## src/rtl/demux_bank_if.sv

```systemverilog
// demux_bank_if -- write handshake bundle for demux_bank.
//
// Signals:
//   wr_valid  writer -> bank  write request qualifier
//   wr_ready  bank -> writer  bank accepts a write this cycle
//   wr_sel    writer -> bank  destination entry index 0..15
//   wr_data   writer -> bank  write data, DATA_W bits
//
// Modports:
//   master  the writer side
//   slave   the bank side
interface demux_bank_if #(
  parameter int DATA_W = 16
) ();

  logic              wr_valid;
  logic              wr_ready;
  logic [3:0]        wr_sel;
  logic [DATA_W-1:0] wr_data;

  modport master (
    output wr_valid,
    output wr_sel,
    output wr_data,
    input  wr_ready
  );

  modport slave (
    input  wr_valid,
    input  wr_sel,
    input  wr_data,
    output wr_ready
  );

endinterface

```

## src/rtl/demux_bank.sv

```systemverilog
// demux_bank -- sixteen-entry register bank with an indexed write port and a
// sequential clear sweep.
//
// Ports:
//   clk        single clock, rising edge
//   rst        synchronous active-high reset
//   clr_start  request to start a clear sweep
//   wr         write handshake (demux_bank_if.slave): wr_valid, wr_ready,
//              wr_sel, wr_data
//   q0..q15    registered entry contents, feeding the 16-to-1 select mux
//   entry_vld  bit i set when entry i was written since last reset or clear
//   busy       high while a clear sweep runs
//   clr_done   one-cycle pulse after the last sweep step
module demux_bank #(
  parameter int DATA_W = 16,
  parameter int DEPTH  = 16
) (
  input  logic              clk,
  input  logic              rst,
  input  logic              clr_start,
  demux_bank_if.slave       wr,
  output logic [DATA_W-1:0] q0,
  output logic [DATA_W-1:0] q1,
  output logic [DATA_W-1:0] q2,
  output logic [DATA_W-1:0] q3,
  output logic [DATA_W-1:0] q4,
  output logic [DATA_W-1:0] q5,
  output logic [DATA_W-1:0] q6,
  output logic [DATA_W-1:0] q7,
  output logic [DATA_W-1:0] q8,
  output logic [DATA_W-1:0] q9,
  output logic [DATA_W-1:0] q10,
  output logic [DATA_W-1:0] q11,
  output logic [DATA_W-1:0] q12,
  output logic [DATA_W-1:0] q13,
  output logic [DATA_W-1:0] q14,
  output logic [DATA_W-1:0] q15,
  output logic [15:0]       entry_vld,
  output logic              busy,
  output logic              clr_done
);

  typedef enum logic [0:0] {
    IDLE  = 1'b0,
    CLEAR = 1'b1
  } state_t;

  state_t            state_r;
  logic [3:0]        cnt_r;
  logic [DATA_W-1:0] mem_r [DEPTH];
  logic [15:0]       vld_r;
  logic              busy_r;
  logic              clr_done_r;
  logic              wr_ready_s;

  // A pending clear request blocks the write port in the same cycle, so a
  // concurrent write is simply not accepted and the writer keeps holding it.
  assign wr_ready_s  = (state_r == IDLE) && !clr_start && !rst;
  assign wr.wr_ready = wr_ready_s;

  // Bank state, sweep FSM and status outputs.
  always_ff @(posedge clk) begin
    if (rst) begin
      state_r    <= IDLE;
      cnt_r      <= 4'd0;
      vld_r      <= 16'h0000;
      busy_r     <= 1'b0;
      clr_done_r <= 1'b0;
      for (int i = 0; i < DEPTH; i++) begin
        mem_r[i] <= '0;
      end
    end else begin
      clr_done_r <= 1'b0;
      case (state_r)
        IDLE: begin
          if (clr_start) begin
            state_r <= CLEAR;
            busy_r  <= 1'b1;
            cnt_r   <= 4'd0;
          end else if (wr.wr_valid) begin
            mem_r[wr.wr_sel] <= wr.wr_data;
            vld_r[wr.wr_sel] <= 1'b1;
          end
        end
        CLEAR: begin
          // One entry per cycle; clr_start is deliberately not looked at here.
          mem_r[cnt_r] <= '0;
          vld_r[cnt_r] <= 1'b0;
          cnt_r        <= cnt_r + 4'd1;
          if (cnt_r == 4'd15) begin
            state_r    <= IDLE;
            busy_r     <= 1'b0;
            clr_done_r <= 1'b1;
          end
        end
        default: begin
          state_r <= IDLE;
          busy_r  <= 1'b0;
          cnt_r   <= 4'd0;
        end
      endcase
    end
  end

  assign q0  = mem_r[0];
  assign q1  = mem_r[1];
  assign q2  = mem_r[2];
  assign q3  = mem_r[3];
  assign q4  = mem_r[4];
  assign q5  = mem_r[5];
  assign q6  = mem_r[6];
  assign q7  = mem_r[7];
  assign q8  = mem_r[8];
  assign q9  = mem_r[9];
  assign q10 = mem_r[10];
  assign q11 = mem_r[11];
  assign q12 = mem_r[12];
  assign q13 = mem_r[13];
  assign q14 = mem_r[14];
  assign q15 = mem_r[15];

  assign entry_vld = vld_r;
  assign busy      = busy_r;
  assign clr_done  = clr_done_r;

endmodule

```

## src/flat_wrapper.sv

```systemverilog
// flat-port wrapper written by rule: the top's interface ports become plain ports
module demux_bank_flat 
#(
  parameter int DATA_W = 16,
  parameter int DEPTH  = 16
)
  (clk, rst, clr_start, q0, q1, q2, q3, q4, q5, q6, q7, q8, q9, q10, q11, q12, q13, q14, q15, entry_vld, busy, clr_done, wr_wr_valid, wr_wr_sel, wr_wr_data, wr_wr_ready);
  demux_bank_if #(.DATA_W(DATA_W)) wr_i ();
  input  logic clk;
  input  logic rst;
  input  logic clr_start;
  output logic [DATA_W-1:0] q0;
  output logic [DATA_W-1:0] q1;
  output logic [DATA_W-1:0] q2;
  output logic [DATA_W-1:0] q3;
  output logic [DATA_W-1:0] q4;
  output logic [DATA_W-1:0] q5;
  output logic [DATA_W-1:0] q6;
  output logic [DATA_W-1:0] q7;
  output logic [DATA_W-1:0] q8;
  output logic [DATA_W-1:0] q9;
  output logic [DATA_W-1:0] q10;
  output logic [DATA_W-1:0] q11;
  output logic [DATA_W-1:0] q12;
  output logic [DATA_W-1:0] q13;
  output logic [DATA_W-1:0] q14;
  output logic [DATA_W-1:0] q15;
  output logic [15:0] entry_vld;
  output logic busy;
  output logic clr_done;
  input wire logic [$bits(wr_i.wr_valid)-1:0] wr_wr_valid;
  input wire logic [$bits(wr_i.wr_sel)-1:0] wr_wr_sel;
  input wire logic [$bits(wr_i.wr_data)-1:0] wr_wr_data;
  output wire logic [$bits(wr_i.wr_ready)-1:0] wr_wr_ready;
  assign wr_i.wr_valid = wr_wr_valid;
  assign wr_i.wr_sel = wr_wr_sel;
  assign wr_i.wr_data = wr_wr_data;
  assign wr_wr_ready = wr_i.wr_ready;
  demux_bank #(.DATA_W(DATA_W), .DEPTH(DEPTH)) u_core (.clk(clk), .rst(rst), .clr_start(clr_start), .wr(wr_i), .q0(q0), .q1(q1), .q2(q2), .q3(q3), .q4(q4), .q5(q5), .q6(q6), .q7(q7), .q8(q8), .q9(q9), .q10(q10), .q11(q11), .q12(q12), .q13(q13), .q14(q14), .q15(q15), .entry_vld(entry_vld), .busy(busy), .clr_done(clr_done));
endmodule
```

## config.mk

```make
export PLATFORM = sky130hd
export DESIGN_NAME = demux_bank_flat
export DESIGN_NICKNAME = d
export VERILOG_FILES = /design/src/rtl/demux_bank_if.sv /design/src/rtl/demux_bank.sv /design/src/flat_wrapper.sv
export SDC_FILE = /design/constraint.sdc
export NUM_CORES = 1
export LEC_CHECK = 0
export ABC_AREA = 1
export ABC_CLOCK_PERIOD_IN_PS = 5600
export CAP_MARGIN = 30
export CORE_UTILIZATION = 45
export DETAILED_ROUTE_END_ITERATION = 16
export GPL_ROUTABILITY_DRIVEN = 0
export PLACE_DENSITY = 0.74
export SETUP_SLACK_MARGIN = 0.4
export SYNTH_ARGS = -nofsm -noshare
export SYNTH_HDL_FRONTEND = slang
export SYNTH_SLANG_ARGS = --single-unit
```

## constraint.sdc

```tcl
create_clock -name clk -period 5.6 [get_ports clk]
set_input_delay 1.12 -clock clk [delete_from_list [all_inputs] [get_ports clk]]
set_output_delay 1.12 -clock clk [all_outputs]
set_load 0.01 [all_outputs]
```

==> results of run 1 <==
worst reg2reg max path, stage by stage, from the launching register on:
cell     delay, ps
dfxtp_1        890
nand2_4        410
nand2_1        180
nand2_2         90
nand2_2        490
buf_4          570
o21ai_1        160
buf_4          230
metrics by stage:
stage	hold slack, ps	power [mW]	worst slack, ps	instances	util [%]
after floorplan	472	2.68	2160	813	-
after global placement	451	2.93	1150	1380	57.8
after detailed placement	446	2.94	1180	1385	58.2
after CTS	458	4.69	1720	1434	61.6
after global routing	488	4.80	1450	1435	61.6
final	460	4.67	1700	1435	61.6
how the worst min path moves through the flow:
stage / startpoint / slack, ps / endpoint / cells after the start
2_1_floorplan: u_core.entry_vld[14] / 470 / u_core.entry_vld[14] / 2
3_3_place_gp: u_core.entry_vld[14] / 450 / u_core.entry_vld[14] / 2
3_5_place_dp: u_core.entry_vld[14] / 450 / u_core.entry_vld[14] / 2
4_1_cts: u_core.entry_vld[14] / 460 / u_core.entry_vld[14] / 2
5_1_grt: u_core.entry_vld[2] / 490 / u_core.entry_vld[2] / 2
6_report: u_core.entry_vld[14] / 460 / u_core.entry_vld[14] / 2
state kept, by name, summed over array words and instances (netlist names):
signal / cells
u_core.state_r: 1
u_core.busy: 1
u_core.mem_r: 256
u_core.entry_vld: 16
u_core.clr_done: 1
u_core.cnt_r: 4
synth_stat cells:
master / number
buf_2: 41
inv_1: 21
nor2_8: 1
nor3_2: 119
buf_4: 8
nand2_4: 9
clkbuf_1: 6
o21ai_0: 35
nand2_2: 14
a21oi_1: 19
a31oi_1: 1
nand3_1: 13
inv_2: 2
ha_1: 4
buf_6: 27
nand2_1: 38
nor3_1: 141
nor2_1: 28
edfxtp_1: 256
a22oi_1: 1
nand3_4: 4
nand4_1: 2
dfxtp_1: 23
routing by layer:
layer	vias up	track usage, %	wire length [um]
met5	-	0	0
met4	0	8.71	1080
met3	66	4.56	2660
met2	434	39.3	15800
met1	3758	32.5	12700
li1	3521	-	-
logic make-up after synthesis:
family                     synth area share [%]
buffers and inverters                      5.82
DFF                                        69.9
AOI/OAI and AO/OA                          2.44
and+or+nand+nor                            21.4
adders and majority gates                 0.429
final cells by class:
cell class,count,area (um^2)
clock buffer,32,737
multi-input combinational,429,2840
fill,1909,9720
timing repair buffer,325,3260
sequential,279,8150
clock inverter,17,123
inverter,23,86.3
tap,330,413
placed cells by master (no fill, tap or decap), types with 5 or more instances in the layout:
cell	synthesis	routed
nand2_4	9	9
dfxtp_1	23	23
o21ai_0	35	19
clkbuf_16	0	29
nand2_1	38	38
inv_1	21	21
nor2_1	28	28
nand3_1	13	13
a21oi_1	19	19
nor3_1	141	141
clkinv_1	0	10
o21ai_1	0	14
edfxtp_1	256	256
clkinv_2	0	5
clkdlybuf4s50_1	0	298
nand2_2	14	14
nor3_2	119	119
buf_4	8	22
power groups by stage:
stage	Clock (mW)	Sequential, mW	Combinational (mW)
2_1_floorplan	0	2.46	0.220
3_3_place_gp	0	2.43	0.494
3_5_place_dp	0	2.43	0.512
4_1_cts	1.78	2.39	0.513
5_1_grt	1.87	2.39	0.541
6_report	1.77	2.39	0.514
==> impl_metrics.yaml, run 1 <==
outcome:
  outcome: "complete, no violations"
power_and_ir_drop:
  p_switching_mw: 1.11
  pwr-share-comb_pct: 11.0
  ir_drop_v: 0.000246
  pwr-share-clk_pct: 37.9
  p_seq_share_pct: 51.1
  leakagePower_nw: 5.13
  p_int_mw: 3.56
  p_per_area_nw_per_um2: 299
  swShare_pct: 23.8
routing:
  drt-total-wl_mm: 32.3
  viasPerCell: 5.42
  wl_per_cell_um: 22.5
  num_vias: 7779
  drtAntennaViolNets: 0
  first_pass_iters: 5
  drtIter0Drc: 720
  drc_errors: 0
logic_synthesis:
  yosysWarningCount: 0
  synth_top_area_share_pct: 65.9
  synthCells: 813
  ys_types: 23
  yosysTopAreaCell: "edfxtp_1"
  synthTopCellsByArea: "edfxtp_1 (66%), nor3_2 (10%), nor3_1 (6.1%)"
  syn-cell-area_um2: 11700
  synth-seq-area-share_pct: 69.9
  ys_ff_latch: 279
  avgSynthCellArea_um2: 14.3
  syn_nets: 841
sta:
  setup_tns_ps: 0
  fin_crit_ps: 3900
  maxSlewViolCount: 0
  finalSetupViolations: 0
  timing.final.crit_share_pct: 69.6
  worstMarginPinSlew_ps: 1030
  fmax_ghz: 0.256
  slew_headroom_pct: 31.1
  timing.final.hold_violations: 0
  rsz0062_at_grt: "no"
  skew_ps: 12.2
global_routing:
  track_usage_pct: 24.2
  grt_antenna_before_repair: 0
  grt_pass1_wl_mm: 47.1
  grt_pass1_vias: 7476
  grt_max_degree: 45
  grt_overflow: 0
worst_setup_path:
  path_buf_inv: 4
  worst-setup-path-type: "in2reg"
  critical_path.max_stage_delay_ps: 560
  critPathRequiredTime_ps: 5870
  reg2reg_to: "u_core.mem_r[6][4]"
  r2r_cells: 7
  path_cells: "clkdlybuf4s50_1, inv_2, nand2_4, nand2_1, nand2_2, nand2_2, buf_4, o21ai_1, buf_4"
  end_kind: "flip-flop"
  arrival_ps: 4170
  cp_max_fo: 39
  critPathTopFamily: "buffers and inverters"
  worst-path-stages: 9
  critPathSlowestCell: "buf_4"
  r2r_slack_ps: 2330
  timing.rr.start: "u_core.state_r"
  critPathCapture: "u_core.mem_r[6][4]"
  critPathLaunch: "rst"
  cp-start-kind: "input pin"
placed_design:
  hpwl_mm: 21.0
  numPortBuffers: 298
  dpl_cell_area_um2: 14700
floorplan:
  core_area_um2: 25300
  dieArea_um2: 26600
  dieWidth_um: 163
  initial_core_util_pct: 46.0
  ios: 299
  die_h_um: 163
  row_count: 58
clocking:
  clk_pin_slew_ps: 60
  cts-root-buf: "clkbuf_16"
  holdBufCountCts: 0
  cts_buffers: 28
  post_cts_buffers: 0
  clock_tree.buffer_depth: 3
  cts_tree: "built"
  cts_resized: 0
  clkLatencyLatePin_ps: 530
  clock-sinks: 279
  htree_levels: 1
cells_and_area:
  n_antenna_cell: 0
  drive_above_1_share_pct: 19.4
  nets: 1114
  area_growth_pct: 33.8
  stdcell_area_um2: 15600
min_path:
  worstHoldPathType: "reg2reg"
job:
  maxCapViolations: 0
No activity file was read; power rests on OpenSTA's default activity.
==> inputs of run 2 (changes only) <==
--- a/config.mk
+++ b/config.mk
@@ -6,7 +6,7 @@
 export NUM_CORES = 1
 export LEC_CHECK = 0
 export ABC_AREA = 1
-export ABC_CLOCK_PERIOD_IN_PS = 5600
+export ABC_CLOCK_PERIOD_IN_PS = 4000
 export CAP_MARGIN = 30
 export CORE_UTILIZATION = 45
 export DETAILED_ROUTE_END_ITERATION = 16
==> constraint.sdc (replaced) <==
create_clock -name clk -period 4 [get_ports clk]
set_input_delay 0.8 -clock clk [delete_from_list [all_inputs] [get_ports clk]]
set_output_delay 0.8 -clock clk [all_outputs]
set_load 0.01 [all_outputs]
==> impl_metrics.yaml, run 2 (synthesis results as in run 1) <==
worst_setup_path:
  path_cells: "clkdlybuf4s50_1, nor2_1, inv_1, nor2_1, clkdlybuf4s50_1"
  critPathTopFamily: "buffers and inverters"
  critPathSlowestCell: "clkdlybuf4s50_1"
  critical_path.max_stage_delay_ps: 550
  critPathLaunch: "clr_start"
  critPathRequiredTime_ps: 3200
  worst-setup-path-type: "in2out"
  path_buf_inv: 3
  arrival_ps: 2280
  timing.rr.start: "u_core.state_r"
  cp-start-kind: "input pin"
  end_kind: "output pin"
  cp_max_fo: 4
cells_and_area:
  largest_register_ff_count: 256
  final_common_cell: "clkdlybuf4s50_1"
  most-common-layout-cells: "clkdlybuf4s50_1 (298), edfxtp_1 (256), nor3_1 (141)"
  n_antenna_cell: 0
  drive_above_1_share_pct: 20.9
  area_growth_pct: 35.7
  nets: 1134
  largest_register: "u_core.mem_r"
  stdcell_area_um2: 15800
  fillers: 1911
routing:
  drt-total-wl_mm: 33.4
  num_vias: 7947
  drtIter0Drc: 713
  drc_errors: 0
  wl_per_cell_um: 22.9
  drtAntennaViolNets: 0
  viasPerCell: 5.45
  first_pass_iters: 5
clocking:
  clk_pin_slew_ps: 60
  cts_tree: "built"
  clock_tree.buffer_depth: 3
  holdBufCountCts: 0
  cts_buffers: 29
  htree_levels: 1
  clock-sinks: 279
  clkLatencyLatePin_ps: 540
  cts-root-buf: "clkbuf_16"
  post_cts_buffers: 0
  cts_resized: 0
placed_design:
  dpl_cell_area_um2: 14800
  hpwl_mm: 21.8
  numPortBuffers: 298
  dp_slack_ps: 568
sta:
  slew_headroom_pct: 44.7
  timing.final.crit_share_pct: 77.1
  worstMarginPinSlew_ps: 829
  skew_ps: 17.0
  maxSlewViolCount: 0
  timing.final.hold_violations: 0
  final.setup.worst_slack_ps: 917
  finalSetupViolations: 0
  rsz0062_at_grt: "no"
  fin_crit_ps: 3080
  setup_tns_ps: 0
  fmax_ghz: 0.324
  holdWs_ps: 467
job:
  maxCapViolations: 0
global_routing:
  grt_max_degree: 32
  grt_pass1_vias: 7597
  track_usage_pct: 25.1
  grt_overflow: 0
  grt_pass1_wl_mm: 48.7
  grt_antenna_before_repair: 0
power_and_ir_drop:
  swShare_pct: 23.2
  pwr-share-comb_pct: 10.5
  ir_drop_v: 0.000281
  p_total_mw: 6.95
  leakagePower_nw: 5.25
  p_seq_share_pct: 48.1
  p_switching_mw: 1.61
  p_per_area_nw_per_um2: 439
  pwr-share-clk_pct: 41.4
  p_int_mw: 5.34
floorplan:
  dieWidth_um: 163
  ios: 299
  core_area_um2: 25300
  die_h_um: 163
  dieArea_um2: 26600
  row_count: 58
  initial_core_util_pct: 46.0
min_path:
  min-delay-start: "u_core.entry_vld[2]"
  worstHoldPathType: "reg2reg"
outcome:
  outcome: "complete, no violations"
[run 2: cell count changes in the layout (fill, tap and decap cells not counted), sizes merged]
cell,before,now
buf,27,46
clkbuf,32,38
clkinv,15,8
bufinv,2,7
[run 2: cell type report]
cell class / count / area, um^2 / area share, %
clock buffers: 38 / 759 / 4.80
inverters: 23 / 86.3 / 0.546
flip-flops and latches: 279 / 8150 / 51.5
well taps: 330 / 413 / 2.61
clock inverters: 15 / 248 / 1.57
repair buffers: 344 / 3330 / 21.0
multi-input cells: 429 / 2840 / 18.0
[run 2: per-stage QoR]
| stage | util, % | cells |
|---|---|---|
| finish | 62.5 | 1458 |
| global placement | 58.5 | 1405 |
| CTS | 62.5 | 1458 |
| global route | 62.5 | 1458 |
| detailed placement | 58.5 | 1405 |
| floorplan | - | 813 |
[run 2: worst reg2reg max path: stages, from the launching register on]
cell     delay (ps)
dfxtp_1         660
inv_2           130
nand2_2         120
nand2_2         100
nor2_8          190
nand3_4         330
o21ai_1         490
buf_4           290
[run 2: layer usage]
metal | up-vias | global-route usage (%) | part of all wire (%)
met4 | 0 | 8.67 | 3.3
met3 | 65 | 4.41 | 8.5
met2 | 417 | 42.8 | 51
met5 | - | 0 | 0
li1 | 3573 | - | -
met1 | 3892 | 32.2 | 38
[run 2: power groups by stage]
stage | clock [mW] | sequential, mW | combinational, mW
2_1_floorplan | 0 | 3.45 | 0.308
3_3_place_gp | 0 | 3.40 | 0.723
3_5_place_dp | 0 | 3.40 | 0.730
4_1_cts | 2.89 | 3.34 | 0.732
5_1_grt | 3.02 | 3.35 | 0.771
6_report | 2.88 | 3.34 | 0.730
[run 2: worst paths after layout]
kind | endpoint | slack, ps | depth (start not counted)
worst min register to register | u_core.entry_vld[2] | 470 | 2
worst max-delay path | wr_wr_ready | 920 | 5
worst max register to register | u_core.mem_r[13][4] | 1380 | 7
worst min-delay path | u_core.entry_vld[2] | 470 | 2
==> inputs of run 3 (changes only) <==
--- a/config.mk
+++ b/config.mk
@@ -6,12 +6,12 @@
 export NUM_CORES = 1
 export LEC_CHECK = 0
 export ABC_AREA = 1
-export ABC_CLOCK_PERIOD_IN_PS = 4000
+export ABC_CLOCK_PERIOD_IN_PS = 2500
 export CAP_MARGIN = 30
-export CORE_UTILIZATION = 45
+export CORE_UTILIZATION = 44
 export DETAILED_ROUTE_END_ITERATION = 16
 export GPL_ROUTABILITY_DRIVEN = 0
-export PLACE_DENSITY = 0.74
+export PLACE_DENSITY = 0.76
 export SETUP_SLACK_MARGIN = 0.4
 export SYNTH_ARGS = -nofsm -noshare
 export SYNTH_HDL_FRONTEND = slang
==> constraint.sdc (replaced) <==
create_clock -name clk -period 2.5 [get_ports clk]
set_input_delay 0.5 -clock clk [delete_from_list [all_inputs] [get_ports clk]]
set_output_delay 0.5 -clock clk [all_outputs]
set_load 0.01 [all_outputs]
==> impl_metrics.yaml, run 3 (synthesis results as in run 1) <==
worst_setup_path:
  critPathRequiredTime_ps: 2000
  cp-start-kind: "flip-flop"
  cpMostUsedCell: "nor2_1"
  end_kind: "output pin"
  critPathSlowestCell: "dfxtp_2"
  arrival_ps: 1540
  critical_path.max_stage_delay_ps: 400
  cp_max_fo: 15
  worst-setup-path-type: "reg2out"
  path_cells: "nor2_1, inv_1, nor2_1, dlygate4sd2_1"
cells_and_area:
  post-route-util_pct: 62.1
  nets: 1161
  n_antenna_cell: 0
  final_common_cell: "clkdlybuf4s50_1"
  drive_above_1_share_pct: 23.7
  most-common-layout-cells: "clkdlybuf4s50_1 (296), edfxtp_1 (256), nor3_1 (141)"
  layout.cells.non_filler: 1488
  stdcell_area_um2: 16200
  largest_register_ff_count: 256
  largest_register: "u_core.mem_r"
  area_growth_pct: 38.8
clocking:
  post_cts_buffers: 0
  clkLatencyLatePin_ps: 520
  htree_levels: 1
  cts_tree: "built"
  cts-root-buf: "clkbuf_16"
  clock-sinks: 279
  cts_buffers: 27
  clk_pin_slew_ps: 60
  clock_tree.buffer_depth: 3
routing:
  drtAntennaViolNets: 0
  num_vias: 8008
  drc_errors: 0
  first_pass_iters: 8
  drtIter0Drc: 660
  drt-total-wl_mm: 32.5
  viasPerCell: 5.38
  wl_per_cell_um: 21.8
power_and_ir_drop:
  p_per_area_nw_per_um2: 654
  p_total_mw: 10.6
  leakagePower_nw: 5.44
  ir_drop_v: 0.000429
floorplan:
  dieWidth_um: 165
  ios: 299
  die_h_um: 165
  core_area_um2: 26100
  initial_core_util_pct: 44.7
  dieArea_um2: 27200
  row_count: 59
placed_design:
  hpwl_mm: 21.9
  dp_slack_ps: 24.0
  numPortBuffers: 298
  dpl_cell_area_um2: 15300
  dp.cells: 1439
sta:
  timing.final.crit_share_pct: 81.6
  holdWs_ps: 392
  skew_ps: 11.4
  slew_headroom_pct: 73.0
  finalSetupViolations: 0
  setup_tns_ps: 0
  worstMarginPinSlew_ps: 401
  final.setup.worst_slack_ps: 461
  timing.final.hold_violations: 0
  maxSlewViolCount: 0
  rsz0062_at_grt: "yes"
  fin_crit_ps: 2040
  fmax_ghz: 0.490
min_path:
  worstHoldPathType: "in2reg"
outcome:
  outcome: "complete, no violations"
global_routing:
  track_usage_pct: 23.8
  grt_pass1_wl_mm: 47.2
  grt_antenna_before_repair: 0
  grt_max_degree: 33
  grt_pass1_vias: 7611
  grt_overflow: 0
job:
  maxCapViolations: 0
[run 3: timing repair]
item	4_1_cts	5_1_grt
endpoints found under the setup margin	115	10
resized for setup	2	4
pin swaps	0	1
hold buffers	0	0
[run 3: report_power, final]
| part | switching [mW] | total (mW) | internal, mW |
|---|---|---|---|
| clock | 1.69 | 3.97 | 2.29 |
| sequential | 0.0863 | 5.35 | 5.26 |
| combinational | 0.749 | 1.26 | 0.507 |
| total | 2.52 | 10.6 | 8.05 |
[run 3: metal layers]
metal	vias to the layer above	GRT usage [%]	part of all wire, %
li1	3626	-	-
met1	3900	31.5	39
met2	429	39.9	49
met3	53	3.89	8.2
met4	0	8.22	3.0
met5	-	0	0
[run 3: worst paths after layout]
kind	from	endpoint	slack [ps]	depth (start not counted)
setup / recovery	u_core.state_r	wr_wr_ready	460	4
hold / removal	clr_start	u_core.busy	390	3
setup reg to reg	u_core.state_r	u_core.mem_r[9][4]	560	7
hold reg to reg	u_core.entry_vld[14]	u_core.entry_vld[14]	470	2
[run 3: layout make-up]
type	count	area, um^2
Tap cell	335	419
Multi-Input combinational cell	429	2880
Inverter	23	86.3
Sequential cell	279	8150
Timing Repair Buffer	373	3800
Clock buffer	32	694
Clock inverter	17	158
Fill cell	1926	9880
[run 3: critical path: cells and delay by family, from the launching register on]
family	cells	cell delay (ps)
DFF	1	400
buffers and inverters	2	360
and+or+nand+nor	2	270
